===== config.mk =====
export PLATFORM = sky130hd
export DESIGN_NAME = systolic_feed_ctrl_flat
export DESIGN_NICKNAME = d
export VERILOG_FILES = /design/src/rtl/systolic_feed_ctrl_if.sv /design/src/rtl/systolic_feed_ctrl.sv /design/src/flat_wrapper.sv
export SDC_FILE = /design/constraint.sdc
export NUM_CORES = 1
export LEC_CHECK = 0
export CORE_MARGIN = 3
export CORE_UTILIZATION = 50
export DETAILED_ROUTE_END_ITERATION = 6
export GPL_TIMING_DRIVEN = 0
export PLACE_DENSITY = 0.78
export SKIP_CTS_REPAIR_TIMING = 1
export SLEW_MARGIN = 20
export SYNTH_ARGS = -nofsm -noshare
export SYNTH_HDL_FRONTEND = slang
export SYNTH_SLANG_ARGS = --single-unit
export TNS_END_PERCENT = 1

===== constraint.sdc =====
create_clock -name clk -period 5.7 [get_ports clk]
set_input_delay 1.14 -clock clk [delete_from_list [all_inputs] [get_ports clk]]
set_output_delay 1.14 -clock clk [all_outputs]
set_load 0.02 [all_outputs]

===== src/rtl/systolic_feed_ctrl_if.sv =====
// rtl/systolic_feed_ctrl_if.sv - control/read bus between feed sequencer, operand buffers and skew/array datapath
interface systolic_feed_ctrl_if #(
  parameter int ADDR_W = 1,
  parameter int CNT_W  = 32
);
  logic              start;
  logic              src_valid;
  logic              busy;
  logic              done;
  logic              clear_acc;
  logic              rd_en;
  logic [ADDR_W-1:0] rd_addr;
  logic              feed_zero;
  logic              enable_out;
  logic [CNT_W-1:0]  busy_cycles;

  // sequencer side
  modport master (
    input  start, src_valid,
    output busy, done, clear_acc, rd_en, rd_addr, feed_zero, enable_out, busy_cycles
  );

  // requester / datapath side
  modport slave (
    output start, src_valid,
    input  busy, done, clear_acc, rd_en, rd_addr, feed_zero, enable_out, busy_cycles
  );
endinterface


===== src/rtl/systolic_feed_ctrl.sv =====
// rtl/systolic_feed_ctrl.sv - sequencer for one NxN systolic matrix multiply
module systolic_feed_ctrl #(
  parameter int MATRIX_SIZE = 2,
  parameter int ADDR_W      = (MATRIX_SIZE > 1) ? $clog2(MATRIX_SIZE) : 1,
  parameter int CNT_W       = 32
) (
  input  logic                 clk,
  input  logic                 reset,
  systolic_feed_ctrl_if.master bus
);

  // one shared counter serves FEED (0..N-1) and FLUSH (0..2N-2)
  localparam int CW = (MATRIX_SIZE > 1) ? $clog2(2 * MATRIX_SIZE - 1) : 1;
  localparam logic [CW-1:0] FEED_LAST  = CW'(MATRIX_SIZE - 1);
  localparam logic [CW-1:0] FLUSH_LAST = CW'(2 * MATRIX_SIZE - 2);

  typedef enum logic [2:0] {
    S_IDLE,
    S_CLEAR,
    S_FEED,
    S_FLUSH,
    S_DONE
  } state_t;

  state_t           state_q, state_d;
  logic [CW-1:0]    cnt_q, cnt_d;
  logic [CNT_W-1:0] busy_cycles_q, busy_cycles_d;

  // state, shared counter and busy-cycle counter registers
  always_ff @(posedge clk or posedge reset) begin
    if (reset) begin
      state_q       <= S_IDLE;
      cnt_q         <= '0;
      busy_cycles_q <= '0;
    end else begin
      state_q       <= state_d;
      cnt_q         <= cnt_d;
      busy_cycles_q <= busy_cycles_d;
    end
  end

  // next-state, counter updates and output decode
  always_comb begin
    state_d        = state_q;
    cnt_d          = cnt_q;
    busy_cycles_d  = busy_cycles_q;
    bus.busy       = 1'b1;
    bus.done       = 1'b0;
    bus.clear_acc  = 1'b0;
    bus.rd_en      = 1'b0;
    bus.rd_addr    = '0;
    bus.feed_zero  = 1'b0;
    bus.enable_out = 1'b0;

    // saturating count of every busy cycle, stalls included
    if (state_q != S_IDLE && busy_cycles_q != {CNT_W{1'b1}}) begin
      busy_cycles_d = busy_cycles_q + 1'b1;
    end

    case (state_q)
      S_IDLE: begin
        bus.busy = 1'b0;
        if (bus.start) begin
          state_d       = S_CLEAR;
          busy_cycles_d = '0;
        end
      end
      S_CLEAR: begin
        bus.clear_acc = 1'b1;
        state_d       = S_FEED;
        cnt_d         = '0;
      end
      S_FEED: begin
        bus.rd_en      = 1'b1;
        bus.rd_addr    = cnt_q[ADDR_W-1:0];
        // a missing operand freezes the skew/array and holds the index
        bus.enable_out = bus.src_valid;
        if (bus.src_valid) begin
          if (cnt_q == FEED_LAST) begin
            state_d = S_FLUSH;
            cnt_d   = '0;
          end else begin
            cnt_d = cnt_q + 1'b1;
          end
        end
      end
      S_FLUSH: begin
        // zeros push the last operands through skew and array
        bus.feed_zero  = 1'b1;
        bus.enable_out = 1'b1;
        if (cnt_q == FLUSH_LAST) begin
          state_d = S_DONE;
          cnt_d   = '0;
        end else begin
          cnt_d = cnt_q + 1'b1;
        end
      end
      S_DONE: begin
        bus.done = 1'b1;
        state_d  = S_IDLE;
      end
      default: begin
        state_d = S_IDLE;
        cnt_d   = '0;
      end
    endcase
  end

  assign bus.busy_cycles = busy_cycles_q;

endmodule


===== src/flat_wrapper.sv =====
// flat-port wrapper written by rule: the top's interface ports become plain ports
module systolic_feed_ctrl_flat 
#(
  parameter int MATRIX_SIZE = 2,
  parameter int ADDR_W      = (MATRIX_SIZE > 1) ? $clog2(MATRIX_SIZE) : 1,
  parameter int CNT_W       = 32
)
  (clk, reset, bus_start, bus_src_valid, bus_busy, bus_done, bus_clear_acc, bus_rd_en, bus_rd_addr, bus_feed_zero, bus_enable_out, bus_busy_cycles);
  systolic_feed_ctrl_if #(.ADDR_W(ADDR_W), .CNT_W(CNT_W)) bus_i ();
  input  logic clk;
  input  logic reset;
  input wire logic [$bits(bus_i.start)-1:0] bus_start;
  input wire logic [$bits(bus_i.src_valid)-1:0] bus_src_valid;
  output wire logic [$bits(bus_i.busy)-1:0] bus_busy;
  output wire logic [$bits(bus_i.done)-1:0] bus_done;
  output wire logic [$bits(bus_i.clear_acc)-1:0] bus_clear_acc;
  output wire logic [$bits(bus_i.rd_en)-1:0] bus_rd_en;
  output wire logic [$bits(bus_i.rd_addr)-1:0] bus_rd_addr;
  output wire logic [$bits(bus_i.feed_zero)-1:0] bus_feed_zero;
  output wire logic [$bits(bus_i.enable_out)-1:0] bus_enable_out;
  output wire logic [$bits(bus_i.busy_cycles)-1:0] bus_busy_cycles;
  assign bus_i.start = bus_start;
  assign bus_i.src_valid = bus_src_valid;
  assign bus_busy = bus_i.busy;
  assign bus_done = bus_i.done;
  assign bus_clear_acc = bus_i.clear_acc;
  assign bus_rd_en = bus_i.rd_en;
  assign bus_rd_addr = bus_i.rd_addr;
  assign bus_feed_zero = bus_i.feed_zero;
  assign bus_enable_out = bus_i.enable_out;
  assign bus_busy_cycles = bus_i.busy_cycles;
  systolic_feed_ctrl #(.MATRIX_SIZE(MATRIX_SIZE), .ADDR_W(ADDR_W), .CNT_W(CNT_W)) u_core (.clk(clk), .reset(reset), .bus(bus_i));
endmodule

==> impl_metrics.env, run 1 <==
export IMPL_finClkSkew_ns=0.00661
export IMPL_grt_start_max_net_pins=24
export IMPL_io_buffers=42
export IMPL_cts_root_buf="clkbuf_8"
export IMPL_setup_tns_ns=0
export IMPL_dpl_cell_area_mm2=0.00272
export IMPL_design_area_mm2=0.00280
export IMPL_power_density_mw_per_mm2=432
export IMPL_start_util_pct=53.6
export IMPL_synthDistinctLibCells=52
export IMPL_grt_total_usage_pct=22.8
export IMPL_cp_top_family="buffers and inverters"
export IMPL_area_delta_synth_final_pct=27.1
export IMPL_die_width_um=72.4
export IMPL_io_pins=43
export IMPL_start_kind="register"
export IMPL_worstPathRequired_ns=4.56
export IMPL_vias=2128
export IMPL_power_w=0.00121
export IMPL_relSlewSlack_pct=60.0
export IMPL_worst_path_largest_cell_delay_ns=0.60
export IMPL_worst_path_max_fanout=10
export IMPL_hold_violations=0
export IMPL_synth_edf_count=0
export IMPL_critPathMostFrequentCell="clkbuf_1"
export IMPL_syn_avg_cell_area_um2=9.07
export IMPL_cp_data_arrival_time_ns=2.54
export IMPL_yosys_area_top_type="dfrtp_1"
export IMPL_slew_violations=0
export IMPL_core_mm2=0.00412
export IMPL_worst_pin_slew_ns=0.594
export IMPL_drt_initial_drc_count=164
export IMPL_ys_seq_elements=37
export IMPL_htree_levels=2
export IMPL_row_count=23
export IMPL_wl_mm=5.47
export IMPL_peakVddDrop_mv=0.287
export IMPL_clkSlewWorstSetupHoldPaths_ns=0.07
export IMPL_cp_end_kind="output pin"
export IMPL_fin_crit_ns=3.68
export IMPL_first_pass_iters=4
export IMPL_cap_viol_max_count=0
export IMPL_synth_main_ff_cell="dfrtp_1"
export IMPL_clockBufferDepth=2
export IMPL_p_leak_nw=1.14
export IMPL_cts_buffers=5
export IMPL_postSynthCellCount=243
export IMPL_first_global_vias=2022
export IMPL_synth_top_area_share_pct=42.0
export IMPL_synth_area_leaders="dfrtp_1, a21oi_1, nand4_1"
export IMPL_critPathBufInv=4
export IMPL_path_class="register to output pin"
export IMPL_die_h_um=72.4
export IMPL_outcome="finished clean"
export IMPL_worst_hold_path_type="register to register"
export IMPL_setup_violations=0
export IMPL_numClockSinks=37
export IMPL_syn_nets=248
export IMPL_ys_seq_area_share_pct=42.0
export IMPL_antenna_found_initial=0
export IMPL_finalCritPeriodShare_pct=64.6
export IMPL_dpl_hpwl_mm=3.94
export IMPL_synth_cell_area_mm2=0.00220
export IMPL_die_area_mm2=0.00524
export IMPL_cp_slowest_cell="clkdlybuf4s50_1"
export IMPL_async_flop_share_pct=100
export IMPL_fin_nets=298
export IMPL_yosys_warnings=0
export IMPL_fmax_ghz=0.272
export IMPL_cts_tree="built"
export IMPL_grt_pass1_wl_mm=9.49
export IMPL_rsz0062_at_grt="no"
export IMPL_antenna_cells=0
export IMPL_gp_congestion=0.845
export IMPL_insertion_delay_ns=0.29
export IMPL_antenna_left=0
export IMPL_crit_chain="clkbuf_1 > nor3_4 > clkinv_1 > clkbuf_1 > clkdlybuf4s50_1"
export IMPL_drive_gt1_share_pct=9.56
export IMPL_drcViolationCount=0
export IMPL_vias_per_cell=6.20
export IMPL_grt_ovfl_total=0
export IMPL_wl_per_cell_um=16.0
-- routing by layer --
layer	share of wire, %	up-vias	GRT usage, %
met4	1.1	0	9.02
li1	-	1019	-
met3	6.5	6	4.57
met1	46	1025	32.7
met5	0	-	0
met2	46	78	33.8
-- per-stage QoR --
stage	hold slack (ns)	std cells	util [%]	setup WS [ns]
5_1_grt	0.570	343	68.1	1.90
3_5_place_dp	0.521	336	66.0	2.13
6_report	0.534	343	68.1	2.02
2_1_floorplan	0.535	243	-	3.10
3_3_place_gp	0.519	335	65.3	2.14
4_1_cts	0.535	343	68.1	2.03
-- power by group --
group / switching (W) / total (W) / internal [W]
clock network: 0.0000903 / 0.000186 / 0.0000959
logic: 0.000307 / 0.000564 / 0.000257
registers: 0.000116 / 0.000459 / 0.000343
total: 0.000513 / 0.00121 / 0.000696
-- cell usage after synthesis (2+ instances only) --
cell type   n
and2_1      3
nor4_1      5
o21ai_0    11
and3_1      4
inv_1       7
nand3_1    13
a21oi_1    20
a21o_1      2
mux2i_1     8
nor2_1     13
or4_1       7
dfrtp_1    37
o21a_1      2
o31a_1      2
a31oi_1     2
or3_1      10
nand2_1    22
nor3_1      7
clkbuf_1    4
nor4_4      2
nand4_1    16
nand2b_1    4
o211ai_1    3
o31ai_1     8
buf_2       4
-- kinds of logic (layout without fill, tap and decap cells) --
kind of cell | after synthesis | in the layout | share of synthesized area, %
muxes | 8 | 8 | 3.63
AOI/OAI and AO/OA | 57 | 57 | 16.2
adders and majority gates | 1 | 1 | 0.567
buffers and inverters | 21 | 71 | 4.88
DFF | 37 | 37 | 42.0
and+or+nand+nor | 119 | 119 | 32.7
-- final timing paths --
kind | startpoint | endpoint | slack [ns] | cells past startpoint
worst max-delay path | u_core.state_q[2] | bus_busy | 2.02 | 5
worst min-delay path | u_core.bus.busy_cycles[31] | u_core.bus.busy_cycles[31] | 0.53 | 1
worst max register to register | u_core.bus.busy_cycles[0] | u_core.bus.busy_cycles[0] | 3.41 | 9
worst min register to register | u_core.bus.busy_cycles[31] | u_core.bus.busy_cycles[31] | 0.53 | 1
max in group asynchronous | reset | u_core.bus.busy_cycles[9] | 4.13 | 3
min in group asynchronous | reset | u_core.bus.busy_cycles[10] | 1.13 | 2
-- layout by cell type (no fill, tap or decap), drive strengths merged, types with 2 or more instances in the layout --
cell	n
a21o	2
a21oi	20
a31oi	2
and2	3
and3	5
buf	7
clkbuf	12
clkdlybuf4s50	42
dfrtp	37
inv	8
mux2i	8
nand2	22
nand2b	4
nand3	13
nand4	18
nor2	14
nor3	9
nor4	7
o211ai	3
o21a	2
o21ai	11
o31a	2
o31ai	8
or3	11
or4	7
-- flip-flops by register name, indices dropped and copies added, names as in the netlist --
signal	count
u_core.state_q	3
u_core.cnt_q	2
u_core.bus.busy_cycles	32
-- area by class of cell --
type,instances,area [um2]
tap,50,62.6
multi-input combinational,185,1170
buffer,12,73.8
clock buffer,7,86.3
sequential,37,926
fill,368,1310
timing repair buffer,43,448
inverter,9,33.8
-- worst reg2reg max path, cell delays in order (launching register included) --
cell	delay, ns
dfrtp_1	0.45
ha_1	0.23
nand3_1	0.16
nor4_4	0.35
and3_2	0.23
buf_2	0.18
buf_4	0.21
buf_6	0.16
nor3_1	0.05
a21o_1	0.16
Note: power is estimated with default switching activity, not from simulation.
==> inputs of run 2 (changes only) <==
Settings changed: CORE_UTILIZATION 50 to 47, PLACE_DENSITY 0.78 to 0.76.
Clock period 5.7 ns to 3.1 ns, I/O delays scaled along.
==> impl_metrics.env, run 2 (synthesized netlist as in run 1, its figures left out) <==
export IMPL_die_width_um=74.5
export IMPL_cp_data_arrival_time_ns=2.30
export IMPL_hold_violations=0
export IMPL_rrSetupSlack_ns=0.84
export IMPL_grt_pass1_wl_mm=9.12
export IMPL_route_met3_wl_um=289
export IMPL_worst_path_max_fanout=10
export IMPL_cts_buffers=5
export IMPL_wl_met2_mm=2.59
export IMPL_num_fill_cells=390
export IMPL_cp_slowest_cell="clkdlybuf4s50_1"
export IMPL_drive_gt1_share_pct=10.2
export IMPL_grt_ovfl_total=0
export IMPL_reg2reg_depth=9
export IMPL_gp_congestion=0.827
export IMPL_vias_per_cell=6.03
export IMPL_worst_pin_slew_ns=0.575
export IMPL_power_density_mw_per_mm2=795
export IMPL_cts_root_buf="clkbuf_8"
export IMPL_fin_nets=299
export IMPL_setup_tns_ns=0
export IMPL_antenna_left=0
export IMPL_vias=2086
export IMPL_setup_violations=0
export IMPL_worst_path_largest_cell_delay_ns=0.60
export IMPL_antenna_cells=0
export IMPL_r2r_start="u_core.bus.busy_cycles[0]"
export IMPL_cts_tree="built"
export IMPL_post_route_util_pct=63.3
export IMPL_timing_rr_end="u_core.bus.busy_cycles[25]"
export IMPL_slew_violations=0
export IMPL_worst_hold_path_type="register to register"
export IMPL_peakVddDrop_mv=0.554
export IMPL_start_kind="register"
export IMPL_wl_mm=5.54
export IMPL_area_delta_synth_final_pct=27.7
export IMPL_clkSlewWorstSetupHoldPaths_ns=0.07
export IMPL_wl_per_cell_um=16.0
export IMPL_finalCritPeriodShare_pct=94.3
export IMPL_worstPathRequired_ns=2.48
export IMPL_cp_end_kind="output pin"
export IMPL_final_cell_mix="clkdlybuf4s50_1, dfrtp_1, nand2_1"
export IMPL_antenna_found_initial=0
export IMPL_multi_input_area_mm2=0.00117
export IMPL_die_h_um=74.5
export IMPL_htree_levels=2
export IMPL_crit_chain="clkbuf_1 > nor3_4 > clkinvlp_4 > clkbuf_1 > clkdlybuf4s50_1"
export IMPL_seq_area_um2=926
export IMPL_critPathMostFrequentCell="clkbuf_1"
export IMPL_die_area_mm2=0.00555
export IMPL_row_count=24
export IMPL_finClkSkew_ns=0.00480
export IMPL_rsz0062_at_grt="no"
export IMPL_numClockSinks=37
export IMPL_first_global_vias=1955
export IMPL_largest_register_ff_count=32
export IMPL_insertion_delay_ns=0.29
export IMPL_path_class="register to output pin"
export IMPL_relSlewSlack_pct=61.4
export IMPL_grt_start_max_net_pins=20
export IMPL_core_mm2=0.00444
export IMPL_drt_initial_drc_count=176
export IMPL_clockBufferDepth=2
export IMPL_met1_length_mm=2.61
export IMPL_fmax_ghz=0.342
export IMPL_fin_crit_ns=2.92
export IMPL_first_pass_iters=4
export IMPL_p_leak_nw=1.15
export IMPL_worstHoldStart="u_core.bus.busy_cycles[31]"
export IMPL_io_buffers=42
export IMPL_min_path_cells=1
export IMPL_cap_viol_max_count=0
export IMPL_outcome="finished clean"
export IMPL_whs_endpoint="u_core.bus.busy_cycles[31]"
export IMPL_dpl_hpwl_mm=4.01
export IMPL_routed_top_layer="met4"
export IMPL_io_pins=43
export IMPL_start_util_pct=49.6
export IMPL_grt_total_usage_pct=21.4
export IMPL_drcViolationCount=0
export IMPL_final_common_cell="clkdlybuf4s50_1"
[run 2: cell types whose count changed in the layout (fill, tap and decap cells not counted), sizes merged]
cell	before	now
buf	7	8
clkinv	1	0
clkinvlp	0	1
[run 2: per-layer routing]
| layer | vias up | global-route usage, % |
|---|---|---|
| li1 | 1022 | - |
| met1 | 989 | 30.0 |
| met2 | 69 | 33.5 |
| met3 | 6 | 3.11 |
| met4 | 0 | 8.10 |
| met5 | - | 0 |
[run 2: power breakdown]
part / internal (W) / switching (W) / total, W
clock network: 0.000176 / 0.000166 / 0.000343
registers: 0.000630 / 0.000210 / 0.000840
logic: 0.000480 / 0.000575 / 0.00105
total: 0.00129 / 0.000950 / 0.00224
[run 2: critical path: cells and delay by family (launching register included)]
kind	cells	cell delay, ns
AND/OR/NAND/NOR	1	0.31
buffers and inverters	4	1.35
flip-flops	1	0.36
[run 2: layout make-up]
cell class,count,share of cell area (%)
buffer,12,2.62
clock buffer,7,3.07
inverter,9,1.33
multi-input combinational,185,41.6
sequential,37,32.9
tap,52,2.31
timing repair buffer,44,16.2
[run 2: worst max-delay path by stage]
stage	startpoint	to	cells past startpoint
final	u_core.state_q[2]	bus_busy	5
after global placement	u_core.state_q[2]	bus_busy	5
after floorplan	u_core.bus.busy_cycles[0]	u_core.bus.busy_cycles[0]	9
after detailed placement	u_core.state_q[2]	bus_busy	5
after CTS	u_core.state_q[2]	bus_busy	5
after global routing	u_core.state_q[2]	bus_busy	5
[run 2: per-stage QoR]
step	std cells	setup slack [ns]	total power [W]	area, um2	hold WS (ns)
after floorplan	243	1.03	0.00143	2200	0.535
after global placement	337	0.268	0.00186	2690	0.522
after detailed placement	338	0.262	0.00189	2720	0.525
after CTS	345	-0.0680	0.00223	2800	0.541
after global routing	346	0.0484	0.00238	2820	0.562
final	346	0.176	0.00224	2820	0.535
==> inputs of run 3 (changes only) <==
Settings changed: CORE_UTILIZATION 47 to 50, PLACE_DENSITY 0.76 to 0.78, TNS_END_PERCENT 1 to unset.
Clock period 3.1 ns to 3.17 ns, I/O delays scaled along.
==> impl_metrics.env, run 3 (synthesized netlist as in run 1, its figures left out) <==
export IMPL_min_path_cells=1
export IMPL_grt_ovfl_total=0
export IMPL_holdWs_ns=0.532
export IMPL_area_delta_synth_final_pct=27.9
export IMPL_largest_register_ff_count=32
export IMPL_grt_start_max_net_pins=24
export IMPL_reg2reg_depth=9
export IMPL_antenna_found_initial=0
export IMPL_peakVddDrop_mv=0.517
export IMPL_critPathBufInv=4
export IMPL_grt_pass1_wl_mm=9.49
export IMPL_dp_slack_ns=0.334
export IMPL_htree_levels=2
export IMPL_start_kind="register"
export IMPL_setup_tns_ns=0
export IMPL_hold_violations=0
export IMPL_power_density_mw_per_mm2=777
export IMPL_wl_mm=5.53
export IMPL_worstPathRequired_ns=2.54
export IMPL_die_width_um=72.4
export IMPL_cts_tree="built"
export IMPL_p_comb_share_pct=47.1
export IMPL_clkSlewWorstSetupHoldPaths_ns=0.07
export IMPL_io_buffers=42
export IMPL_numClockSinks=37
export IMPL_vias=2125
export IMPL_cp_slowest_cell="clkdlybuf4s50_1"
export IMPL_core_mm2=0.00412
export IMPL_first_global_vias=2022
export IMPL_worst_pin_slew_ns=0.590
export IMPL_path_class="register to output pin"
export IMPL_netSwitchingPower_w=0.000929
export IMPL_finClkSkew_ns=0.00630
export IMPL_setup_violations=0
export IMPL_start_util_pct=53.6
export IMPL_fin_nets=300
export IMPL_final_cell_mix="clkdlybuf4s50_1, dfrtp_1, nand2_1"
export IMPL_dpl_hpwl_mm=3.94
export IMPL_critPathMostFrequentCell="clkbuf_1"
export IMPL_first_pass_iters=4
export IMPL_worst_path_max_fanout=10
export IMPL_fin_crit_ns=2.97
export IMPL_drt_initial_drc_count=130
export IMPL_drive_gt1_share_pct=10.5
export IMPL_cp_end_kind="output pin"
export IMPL_worst_path_largest_cell_delay_ns=0.60
export IMPL_outcome="finished clean"
export IMPL_antenna_cells=0
export IMPL_final_common_cell="clkdlybuf4s50_1"
export IMPL_relSlewSlack_pct=60.3
export IMPL_cp_data_arrival_time_ns=2.34
export IMPL_gp_congestion=0.845
export IMPL_clockBufferDepth=2
export IMPL_rsz0062_at_grt="no"
export IMPL_die_h_um=72.4
export IMPL_cts_buffers=5
export IMPL_antenna_left=0
export IMPL_crit_chain="clkbuf_1 > nor3_4 > clkinvlp_4 > clkbuf_1 > clkdlybuf4s50_1"
export IMPL_wl_per_cell_um=16.0
export IMPL_seq_power_share_pct=37.6
export IMPL_setup_ws_ns=0.199
export IMPL_die_area_mm2=0.00524
export IMPL_cp_top_family="buffers and inverters"
export IMPL_clockPowerShare_pct=15.2
export IMPL_slew_violations=0
export IMPL_drcViolationCount=0
export IMPL_insertion_delay_ns=0.29
export IMPL_vias_per_cell=6.16
export IMPL_p_leak_nw=1.15
export IMPL_p_sw_share_pct=42.4
export IMPL_finalCritPeriodShare_pct=93.7
export IMPL_io_pins=43
export IMPL_cap_viol_max_count=0
export IMPL_grt_total_usage_pct=22.8
export IMPL_fmax_ghz=0.337
export IMPL_row_count=23
export IMPL_worstSetupPathDepth=5
export IMPL_cts_root_buf="clkbuf_8"
export IMPL_internal_power_w=0.00126
export IMPL_worst_hold_path_type="register to register"
run 3: area by class of cell:
type                    count  area, um2
clock buffers               7       86.3
repair buffers             45        463
multi-input cells         185       1170
fillers                   366       1290
plain buffers              12       73.8
inverters                   9       37.5
well taps                  50       62.6
flip-flops and latches     37        926
run 3: routing by layer:
layer	vias up	part of all wire, %	track usage (%)
met5	-	0	0
met4	0	1.1	9.02
met3	6	5.6	4.57
met2	64	47	33.8
met1	1034	47	32.7
li1	1021	-	-
run 3: power groups by stage:
stage          clock network (W)  logic (W)  registers (W)
3_3_place_gp                   0    0.00100       0.000820
5_1_grt                 0.000359    0.00113       0.000856
6_report                0.000334    0.00103       0.000825
3_5_place_dp                   0    0.00102       0.000829
4_1_cts                 0.000340    0.00102       0.000822
2_1_floorplan                  0   0.000467       0.000928
run 3: worst register-to-register path: stages (launching register included):
cell     delay [ns]
dfrtp_1        0.45
ha_1           0.23
nand3_1        0.16
nor4_4         0.35
and3_2         0.23
buf_2          0.18
buf_4          0.21
buf_6          0.16
nor3_1         0.05
a21o_1         0.15
run 3: path summary, 6_finish.rpt:
kind	startpoint	endpoint	slack, ns
setup / recovery	u_core.state_q[2]	bus_busy	0.20
hold / removal	u_core.bus.busy_cycles[31]	u_core.bus.busy_cycles[31]	0.53
setup reg to reg	u_core.bus.busy_cycles[0]	u_core.bus.busy_cycles[0]	0.89
hold reg to reg	u_core.bus.busy_cycles[31]	u_core.bus.busy_cycles[31]	0.53
max in group asynchronous	reset	u_core.bus.busy_cycles[24]	2.10
min in group asynchronous	reset	u_core.bus.busy_cycles[10]	0.63
run 3: metrics by stage:
step | instances | total power (W) | utilization [%] | instance area [um2]
3_5_place_dp | 336 | 0.00185 | 66.0 | 2720
2_1_floorplan | 243 | 0.00140 | - | 2200
6_report | 345 | 0.00219 | 68.5 | 2820
5_1_grt | 345 | 0.00234 | 68.5 | 2820
4_1_cts | 343 | 0.00218 | 68.1 | 2800
3_3_place_gp | 335 | 0.00182 | 65.3 | 2690
==> edit (settings of run 2) <==
`CNT_W` is set to 32 in 3 places; all go to 16.
--- a/src/rtl/systolic_feed_ctrl_if.sv
+++ b/src/rtl/systolic_feed_ctrl_if.sv
@@ -1,7 +1,7 @@
 // rtl/systolic_feed_ctrl_if.sv - control/read bus between feed sequencer, operand buffers and skew/array datapath
 interface systolic_feed_ctrl_if #(
   parameter int ADDR_W = 1,
-  parameter int CNT_W  = 32
+  parameter int CNT_W  = 16
 );
   logic              start;
   logic              src_valid;
--- a/src/rtl/systolic_feed_ctrl.sv
+++ b/src/rtl/systolic_feed_ctrl.sv
@@ -2,7 +2,7 @@
 module systolic_feed_ctrl #(
   parameter int MATRIX_SIZE = 2,
   parameter int ADDR_W      = (MATRIX_SIZE > 1) ? $clog2(MATRIX_SIZE) : 1,
-  parameter int CNT_W       = 32
+  parameter int CNT_W       = 16
 ) (
   input  logic                 clk,
   input  logic                 reset,
--- a/src/flat_wrapper.sv
+++ b/src/flat_wrapper.sv
@@ -3,7 +3,7 @@
 #(
   parameter int MATRIX_SIZE = 2,
   parameter int ADDR_W      = (MATRIX_SIZE > 1) ? $clog2(MATRIX_SIZE) : 1,
-  parameter int CNT_W       = 32
+  parameter int CNT_W       = 16
 )
   (clk, reset, bus_start, bus_src_valid, bus_busy, bus_done, bus_clear_acc, bus_rd_en, bus_rd_addr, bus_feed_zero, bus_enable_out, bus_busy_cycles);
   systolic_feed_ctrl_if #(.ADDR_W(ADDR_W), .CNT_W(CNT_W)) bus_i ();
Interface: changed (resized bus_busy_cycles); port bits go from 43 to 27. No check against the original RTL was run, so the function may have changed too.
==> edit against run 2 <==
Total power shrank 42%. Wire length shrank 50%. Synthesized area shrank 44%. Worst setup slack gained 0.38 ns. Sequential share of layout area grew 0.87 points. Design area shrank 45%. Sequential cell count shrank 16. Synthesized cell count shrank 46%. Critical path type unchanged. Critical endpoint is now bus_rd_addr. Largest power group unchanged.
==> edit: results (changes against run 2) <==
Status
  – Outcome: complete, no violations

Setup path
  – FF-to-FF path depth: 5 (-4)
  – RR Endpoint: u_core.bus.busy_cycles[15]$_DFF_PP0_
  – FF-to-FF setup slack: 1.16 ns (+0.32 ns)
  – Worst endpoint data arrival time: 1.93 ns (-0.37 ns)
  – Crit-path max FO: 8 (-2)
  – Critical Path Sink: bus_rd_addr
  – CP startpoint: u_core.state_q[0]$_DFFE_PP0P_

Yosys
  – Asr flop ratio synth: 100% (unchanged)
  – Synth area leaders: dfrtp_1, mux2i_1, nand2_1
  – Distinct cells, synth: 38 (-27%)
  – Synth top area share: 42.6% (+0.60 points)
  – Sequential cell area fraction in the yosys report: 42.6% (+0.60 points)
  – Mapped Nets: 136 (-45%)
  – Avg Cell Area, Syn: 9.42 um2 (+3.8%)

Pwr
  – Pint: 738 uW (-43%)
  – Clock power share: 10.9% (-4.4 points)
  – Comb. pwr: 674 uW (-36%)
  – Switching Share: 43.0% (+0.48 points)
  – Lkg Pwr: 0.000629 uW (-45%)
  – Max rail drop VDD: 0.549 mV (-0.89%)

Place
  – Detail Placement HPWL: 1990 um (-50%)
  – I/O Buffers: 26 (-38%)
  – Placed Instances: 185 (-45%)
  – Pre-CTS setup slack: 0.577 ns (+0.314 ns)
  – Area of placed instances: 0.00153 mm2 (-44%)
  – GP Congestion: 0.791 (-4.3%)

Drt
  – Drt via density: 5.97 (-0.92%)
  – Met2 WL: 1230 um (-53%)
  – Length of routed wiring on met1: 1380 um (-47%)
  – Met3 wire len: 113 um (-61%)
  – 1st-iter DRT viols: 50 (-72%)
  – Via count: 1,129 (-46%)

Clocking
  – Worst skew pair latency: 0.31 ns (+0.02 ns)
  – Root buffer cell: clkbuf_4
  – Total CTS buffers: 3 (-2)
  – H-tree Lvls: 1 (-1)

Hold path
  – Hold Path Sink: u_core.bus.busy_cycles[2]$_DFF_PP0_
  – HP Start: u_core.bus.busy_cycles[2]$_DFF_PP0_

Layout
  – Fillers: 201 (-48%)
  – Layout cell share with drive strength beyond 1: 7.45% (-2.8 points)
  – Number of flip-flops in the largest register: 16 (-50%)

STA
  – Min Hold Slack: 0.548 ns (+0.0127 ns)
  – Worst slew pin tran: 0.801 ns (+0.225 ns)
  – Final Skew: 0.00487 ns (+0.0000735 ns)
  – Post-route worst setup slack: 0.553 ns (+0.376 ns)

GRT
  – First-pass GRT wire length: 4830 um (-47%)
  – GRT Total Usage: 18.2% (-3.2 points)
  – Met3 usage: 2.94% (-0.17 points)
  – Largest net degree at the start of global routing: 22 (+10%)
  – Antenna violations before repair: 0 (unchanged)
  – GRT met2 Usage: 27.9% (-5.6 points)
  – Met1 usage in global routing: 26.5% (-3.5 points)
[edit: cell types whose count changed in the layout (fill, tap and decap cells not counted), sizes merged, moves of 5 or more]
cell           delta
clkdlybuf4s50    -16
dfrtp            -16
a21oi            -13
nand4            -13
nand2             -9
clkbuf            -8
o21ai             -8
nand3             -7
or3               -7
nor4              -5
[edit: logic make-up (layout without fill, tap and decap cells)]
group                      count (synthesis)  in the layout  synth area share (%)
AOI/OAI and AO/OA                         29             29                  16.8
adders and majority gates                  1              1                  1.01
DFF                                       21             21                  42.6
muxes                                      5              5                  4.06
and+or+nand+nor                           65             65                  30.0
buffers and inverters                     10             40                  5.48
[edit: final cells by class]
type / instances / area (um2) / share of cell area, %
flip-flops and latches: 21 / 526 / 33.8
inverters: 5 / 18.8 / 1.21
repair buffers: 26 / 260 / 16.7
well taps: 28 / 35.0 / 2.25
plain buffers: 5 / 48.8 / 3.14
multi-input cells: 100 / 641 / 41.2
clock inverters: 1 / 5.00 / 0.322
clock buffers: 3 / 22.5 / 1.45
